File: src/rtl/mips_cpu_pkg.sv
// Shared constants and types for the MIPS core: reset/exception addresses,
// ExcCode values and the fetch-stage state encoding.
package mips_cpu_pkg;

  localparam logic [31:0] RESET_PC   = 32'h0000_0000;
  localparam logic [31:0] EXC_VECTOR = 32'h0000_0040;

  localparam logic [4:0] EXC_INT     = 5'd0;
  localparam logic [4:0] EXC_SYSCALL = 5'd8;
  localparam logic [4:0] EXC_OV      = 5'd12;

  typedef enum logic {
    RUN     = 1'b0,
    HANDLER = 1'b1
  } fetch_state_t;

  function automatic logic [31:0] word_align(input logic [31:0] addr);
    return addr & ~32'h0000_0003;
  endfunction

endpackage

File: src/rtl/pc_fetch_unit_next_pc_mux.sv
// Combinational next-PC priority select: exception vector, eret, jr, jump,
// branch or sequential, plus which kind of exception (if any) is taken.
module next_pc_mux
  import mips_cpu_pkg::*;
#(
  parameter logic [31:0] EXC_VECTOR = mips_cpu_pkg::EXC_VECTOR
) (
  input  logic [31:0] pc_plus4,
  input  logic        branch,
  input  logic [15:0] imm,
  input  logic        jump,
  input  logic [25:0] target,
  input  logic        jr,
  input  logic [31:0] jr_addr,
  input  logic        eret,
  input  logic [31:0] epc_in,
  input  logic        exc_sync,
  input  logic        int_ok,
  output logic [31:0] next_pc,
  output logic        take_sync,
  output logic        take_int
);

  logic signed [31:0] br_off;
  logic               ctrl_xfer;

  assign br_off    = {{14{imm[15]}}, imm, 2'b00};
  assign ctrl_xfer = branch | jump | jr | eret;

  // An interrupt is only accepted on a plain sequential instruction so the
  // saved EPC always names a completed instruction with a simple +4 return.
  always_comb begin
    next_pc   = pc_plus4;
    take_sync = 1'b0;
    take_int  = 1'b0;
    if (exc_sync) begin
      take_sync = 1'b1;
      next_pc   = word_align(EXC_VECTOR);
    end else if (int_ok && !ctrl_xfer) begin
      take_int = 1'b1;
      next_pc  = word_align(EXC_VECTOR);
    end else if (eret) begin
      next_pc = word_align(epc_in);
    end else if (jr) begin
      next_pc = word_align(jr_addr);
    end else if (jump) begin
      next_pc = {pc_plus4[31:28], target, 2'b00};
    end else if (branch) begin
      next_pc = pc_plus4 + $unsigned(br_off);
    end
  end

endmodule

File: src/rtl/pc_fetch_unit.sv
// Program counter, pending-interrupt latch and RUN/HANDLER tracking for the
// fetch stage; reports EPC/Cause captures to CP0 one cycle after selection.
module pc_fetch_unit
  import mips_cpu_pkg::*;
#(
  parameter logic [31:0] RESET_PC   = mips_cpu_pkg::RESET_PC,
  parameter logic [31:0] EXC_VECTOR = mips_cpu_pkg::EXC_VECTOR,
  parameter logic [4:0]  INT_CAUSE  = 5'h00
) (
  input  logic        Clk,
  input  logic        Reset,
  input  logic        Stall,
  input  logic        Branch,
  input  logic [15:0] Imm,
  input  logic        Jump,
  input  logic [25:0] Target,
  input  logic        Jr,
  input  logic [31:0] Jr_addr,
  input  logic        Eret,
  input  logic [31:0] Epc_in,
  input  logic        Status_ie,
  input  logic        Int_req,
  input  logic        Exc_sync,
  input  logic [4:0]  Exc_code,
  output logic [31:0] Pc,
  output logic [31:0] Pc_plus4,
  output logic        Exc_take,
  output logic [31:0] Exc_epc,
  output logic [4:0]  Exc_cause,
  output logic        In_handler
);

  fetch_state_t state, state_next;
  logic         pending;
  logic         int_ok;
  logic         take_sync, take_int, take_any;
  logic [31:0]  next_pc;

  assign Pc_plus4   = Pc + 32'd4;
  assign In_handler = (state == HANDLER);
  // A request arriving this cycle is honoured immediately, not a cycle late.
  assign int_ok     = (pending | Int_req) & Status_ie & (state == RUN);
  assign take_any   = (take_sync | take_int) & ~Stall;

  next_pc_mux #(
    .EXC_VECTOR(EXC_VECTOR)
  ) u_mux (
    .pc_plus4 (Pc_plus4),
    .branch   (Branch),
    .imm      (Imm),
    .jump     (Jump),
    .target   (Target),
    .jr       (Jr),
    .jr_addr  (Jr_addr),
    .eret     (Eret),
    .epc_in   (Epc_in),
    .exc_sync (Exc_sync),
    .int_ok   (int_ok),
    .next_pc  (next_pc),
    .take_sync(take_sync),
    .take_int (take_int)
  );

  always_comb begin
    state_next = state;
    if (!Stall) begin
      if (take_sync || take_int) state_next = HANDLER;
      else if (Eret)             state_next = RUN;
    end
  end

  always_ff @(posedge Clk) begin
    if (Reset) state <= RUN;
    else       state <= state_next;
  end

  // The pending latch keeps sampling through stalls so a short request is not lost.
  always_ff @(posedge Clk) begin
    if (Reset) begin
      Pc        <= word_align(RESET_PC);
      pending   <= 1'b0;
      Exc_take  <= 1'b0;
      Exc_epc   <= 32'd0;
      Exc_cause <= 5'd0;
    end else begin
      pending  <= (take_int && !Stall) ? 1'b0 : (pending | Int_req);
      Exc_take <= take_any;
      if (!Stall) begin
        Pc <= next_pc;
        if (take_sync || take_int) begin
          Exc_epc   <= Pc;
          Exc_cause <= take_sync ? Exc_code : INT_CAUSE;
        end
      end
    end
  end

endmodule
File: config.mk
export PLATFORM = sky130hd
export DESIGN_NAME = pc_fetch_unit
export DESIGN_NICKNAME = d
export VERILOG_FILES = /design/src/rtl/mips_cpu_pkg.sv /design/src/rtl/pc_fetch_unit_next_pc_mux.sv /design/src/rtl/pc_fetch_unit.sv
export SDC_FILE = /design/constraint.sdc
export NUM_CORES = 1
export LEC_CHECK = 0
export ABC_AREA = 1
export CAP_MARGIN = 20
export CORE_MARGIN = 2
export CORE_UTILIZATION = 44
export CTS_BUF_LIST = sky130_fd_sc_hd__clkbuf_8
export DETAILED_ROUTE_END_ITERATION = 8
export GPL_TIMING_DRIVEN = 0
export PLACE_DENSITY = 0.77
export SYNTH_ARGS = -nofsm -noshare
export SYNTH_HDL_FRONTEND = slang
export SYNTH_SLANG_ARGS = --single-unit
File: constraint.sdc
create_clock -name Clk -period 2.6 [get_ports Clk]
set_input_delay 0.52 -clock Clk [delete_from_list [all_inputs] [get_ports Clk]]
set_output_delay 0.52 -clock Clk [all_outputs]
set_load 0.005 [all_outputs]
==> impl_metrics.py <==
metrics = {
    "timing": {
        "hold_ws_ns": 0.470,
        "finalHoldViolCount": 0,
        "clock_skew_ns": 0.00930,
        "rsz0062_at_grt": "yes",
        "setup_violations": 26,
        "timing.setup.tns_ns": -5.96,
        "fin_crit_sh": 1.12,
        "fin_ws_ns": -0.321,
        "timing.fmax_mhz": 342,
        "drv_slew": 0,
        "maxSlewHeadroom": 0.358,
        "min_period_ns": 2.92,
        "worst_slew_pin_slew_ns": 0.963,
    },
    "min_path": {
        "hold_path.class": "reg -> reg",
    },
    "setup_path": {
        "critPathArrivalTime_ns": 3.17,
        "critical-path-max-stage-delay_ns": 0.40,
        "crit_family": "simple AND/OR/NAND/NOR gates",
        "cpMostUsedCell": "nand2_1",
        "path_class": "reg -> reg",
        "cp_num_buf_inv": 4,
        "slowest_stage": "dfxtp_4",
        "cp_data_required_time_ns": 2.85,
        "crit_chain": "clkinvlp_4, buf_6, nor2_4, nand2_4, inv_2, nand4_1, nand2_2, inv_2, ha_4, nand2_4, nor2_4, nand2_2, nor3_2, nand2_1, nand3_1, nand3_2, nand2_1, nand2_1, nand2_1, a21oi_1",
        "start_kind": "flop",
        "path_max_fanout": 4,
        "cp-end-kind": "flop",
    },
    "synth": {
        "synth_top_family_by_area": "simple AND/OR/NAND/NOR gates",
        "synth-edff-count": 0,
        "synthFlopType": "dfxtp_1",
        "synthXorXnorAreaFrac": 0.0259,
        "synthMuxAreaShare": 0,
        "synth-simple-area-share": 0.409,
        "synth_area_sq_um": 6760,
        "ys_seq_area_frac": 0.201,
        "synth_compound_area_frac": 0.158,
        "syn_area_per_cell_sq_um": 5.55,
        "synth_cell_type_count": 38,
        "yosysWarningCount": 0,
        "synth_fa_ha_area_frac": 0.0696,
        "ys_seq_elements": 68,
        "syn_inst": 1218,
        "async_flop_share": 0,
    },
    "clock_network": {
        "path_clk_slew_ns": 0.08,
        "cts_inserted_buffers": 9,
        "clock_path_buffers": 2,
        "clock_sinks": 68,
        "cts_tree": "yes",
        "htreeDepth": 3,
        "clk_latency_ns": 0.37,
        "root_buffer": "clkbuf_8",
    },
    "floorplan": {
        "row_count": 45,
        "dieArea_sq_um": 16400,
        "initial_core_util": 0.448,
        "die_x_microns": 128,
        "io_pins": 224,
        "die_h_microns": 128,
        "core_sq_um": 15100,
    },
    "placement": {
        "dpl.cell_count": 1621,
        "hpwlAfterDp_microns": 23600,
        "place_congestion": 0.994,
        "placed_cell_area_sq_um": 9140,
        "io_buffer_count": 210,
    },
    "drt": {
        "drc_errors": 0,
        "wirelength_microns": 34000,
        "wire_per_inst_microns": 19.7,
        "avgViaCountPerCell": 5.77,
        "via_count": 9952,
        "antenna_left": 0,
        "firstDrtPassIters": 6,
        "drtIter0Drc": 1169,
    },
    "finish": {
        "fin_area_sq_um": 11700,
        "n_antenna_cell": 0,
        "regArea_sq_um": 1440,
        "drive_gt1_frac": 0.330,
        "multi_input_area_sq_um": 6080,
        "nets": 1691,
        "area_delta_synth_final_pct": 73.6,
        "final_cells": 1726,
        "num-fill-cells": 1126,
    },
    "power": {
        "finalPower_w": 0.00376,
        "internal_power_w": 0.00236,
        "ir_drop_mv": 0.315,
        "combPwrFrac": 0.424,
        "pwr-share-clk": 0.269,
        "p_leak_nw": 5.41,
        "power_density_nw_per_um2": 321,
        "netSwitchingFraction": 0.372,
        "seq_power_share": 0.307,
        "switchingPower_w": 0.00140,
    },
    "global_routing": {
        "grt_pass1_vias": 9216,
        "grt_pass1_wl_microns": 49100,
        "grt_usage": 0.388,
        "grt_max_degree": 21,
        "grt_overflow": 0,
        "grt_use_met3": 0.0739,
        "gr-usage-met1": 0.510,
        "antenna_found_initial": 0,
        "met2_usage": 0.627,
        "top_usage_layer": "met2",
    },
    "outcome": {
        "status": "finished with violations",
        "violations": "setup timing",
    },
    "flow_run": {
        "cap_violations": 0,
    },
}
[worst register-to-register path: stages, from the launching register on]
cell	delay [ns]
dfxtp_4	0.40
clkinvlp_4	0.17
buf_6	0.16
nor2_4	0.14
nand2_4	0.10
inv_2	0.11
nand4_1	0.11
nand2_2	0.12
inv_2	0.07
ha_4	0.30
nand2_4	0.08
nor2_4	0.19
nand2_2	0.11
nor3_2	0.16
nand2_1	0.10
nand3_1	0.11
nand3_2	0.11
nand2_1	0.08
nand2_1	0.06
nand2_1	0.06
a21oi_1	0.05
[cells in the mapped netlist, types with 4 or more instances]
master,count,share of area
nand2_1,392,0.22
inv_1,176,0.098
nor2_1,150,0.083
a21oi_1,104,0.077
nand3_1,70,0.052
dfxtp_1,68,0.20
o21ai_0,62,0.046
ha_1,36,0.067
clkbuf_1,21,0.012
o22ai_1,13,0.012
xor2_1,13,0.017
nand4_1,11,0.010
nor3_1,11,0.0081
buf_2,10,0.0074
buf_4,10,0.011
nand2_2,10,0.0093
xnor2_1,7,0.0091
nand3b_1,6,0.0067
nor2_2,6,0.0056
nor2_4,5,0.0083
o211ai_1,5,0.0056
a21o_1,4,0.0044
o21ai_1,4,0.0030
[per-stage QoR]
step                setup slack (ns)  utilization
floorplan                     0.0322            -
global placement              -0.886        0.605
detailed placement            -0.885        0.605
CTS                           -0.178        0.737
global route                  -0.468        0.778
finish                        -0.321        0.778
[cell families after synthesis]
logic type | Yosys count
AO/OA/AOI/OAI | 200
adder cells (fa/ha/maj) | 37
XOR/XNOR | 20
buffers and inverters | 224
flip-flops | 68
other | 1
AND/OR/NAND/NOR | 668
[layout make-up]
cell class,instances,area share
clock inverter,7,0.00789
buffer,43,0.0193
clock buffer,9,0.0106
sequential,68,0.123
tap,188,0.0200
inverter,181,0.0598
timing repair buffer,299,0.242
multi-input combinational,931,0.518
[cells in the final DEF (no fill, tap or decap), drive strengths merged, types with 5 or more instances in the layout]
master	Yosys	layout
o21ai	66	66
o211ai	5	5
nand3b	6	6
a21oi	106	106
inv	180	180
nand3	70	70
conb	1	6
clkdlybuf4s50	0	185
buf	22	113
clkbuf	21	33
nand4	11	11
ha	36	36
o22ai	13	13
dlygate4sd2	0	11
dlymetal6s2s	0	8
dfxtp	68	68
xnor2	7	7
nor3	13	13
xor2	13	13
nor2	161	161
nand2	403	403
[per-layer routing]
metal	up-vias	wire, microns
met5	-	0
met4	0	2220
met3	213	3690
met2	795	14800
met1	4485	13300
li1	4459	-
[repair_timing]
item                                    in CTS  in global routing
hold buffers                                 0                  0
resized for setup                          352                149
cloned                                       0                  0
buffers inserted                            67                 22
endpoints found under the setup margin      51                 39
pin swaps                                  112                 85
[power by group through the flow]
stage	Clock, W	Combinational, W	Sequential (W)
finish	0.00101	0.00159	0.00116
global route	0.00103	0.00169	0.00116
CTS	0.000978	0.00143	0.00115
detailed placement	0	0.00115	0.00118
global placement	0	0.00115	0.00118
floorplan	0	0.000588	0.00117
[worst paths after layout]
path / from / endpoint / slack (ns) / cells past startpoint
setup / recovery: Pc[5]$_SDFFE_PP0N_ / Pc[27]$_SDFFE_PP0N_ / -0.32 / 20
hold / removal: Exc_cause[0]$_SDFFE_PP0P_ / Exc_cause[0]$_SDFFE_PP0P_ / 0.47 / 2
setup reg to reg: Pc[5]$_SDFFE_PP0N_ / Pc[27]$_SDFFE_PP0N_ / -0.32 / 20
hold reg to reg: Exc_cause[0]$_SDFFE_PP0P_ / Exc_cause[0]$_SDFFE_PP0P_ / 0.47 / 2
[state kept, by name, summed over array words and instances (netlist names)]
signal,flops
Exc_epc,30
Pc,30
In_handler,1
Exc_cause,5
pending,1
Exc_take,1
No activity file was read; power rests on OpenSTA's default activity.
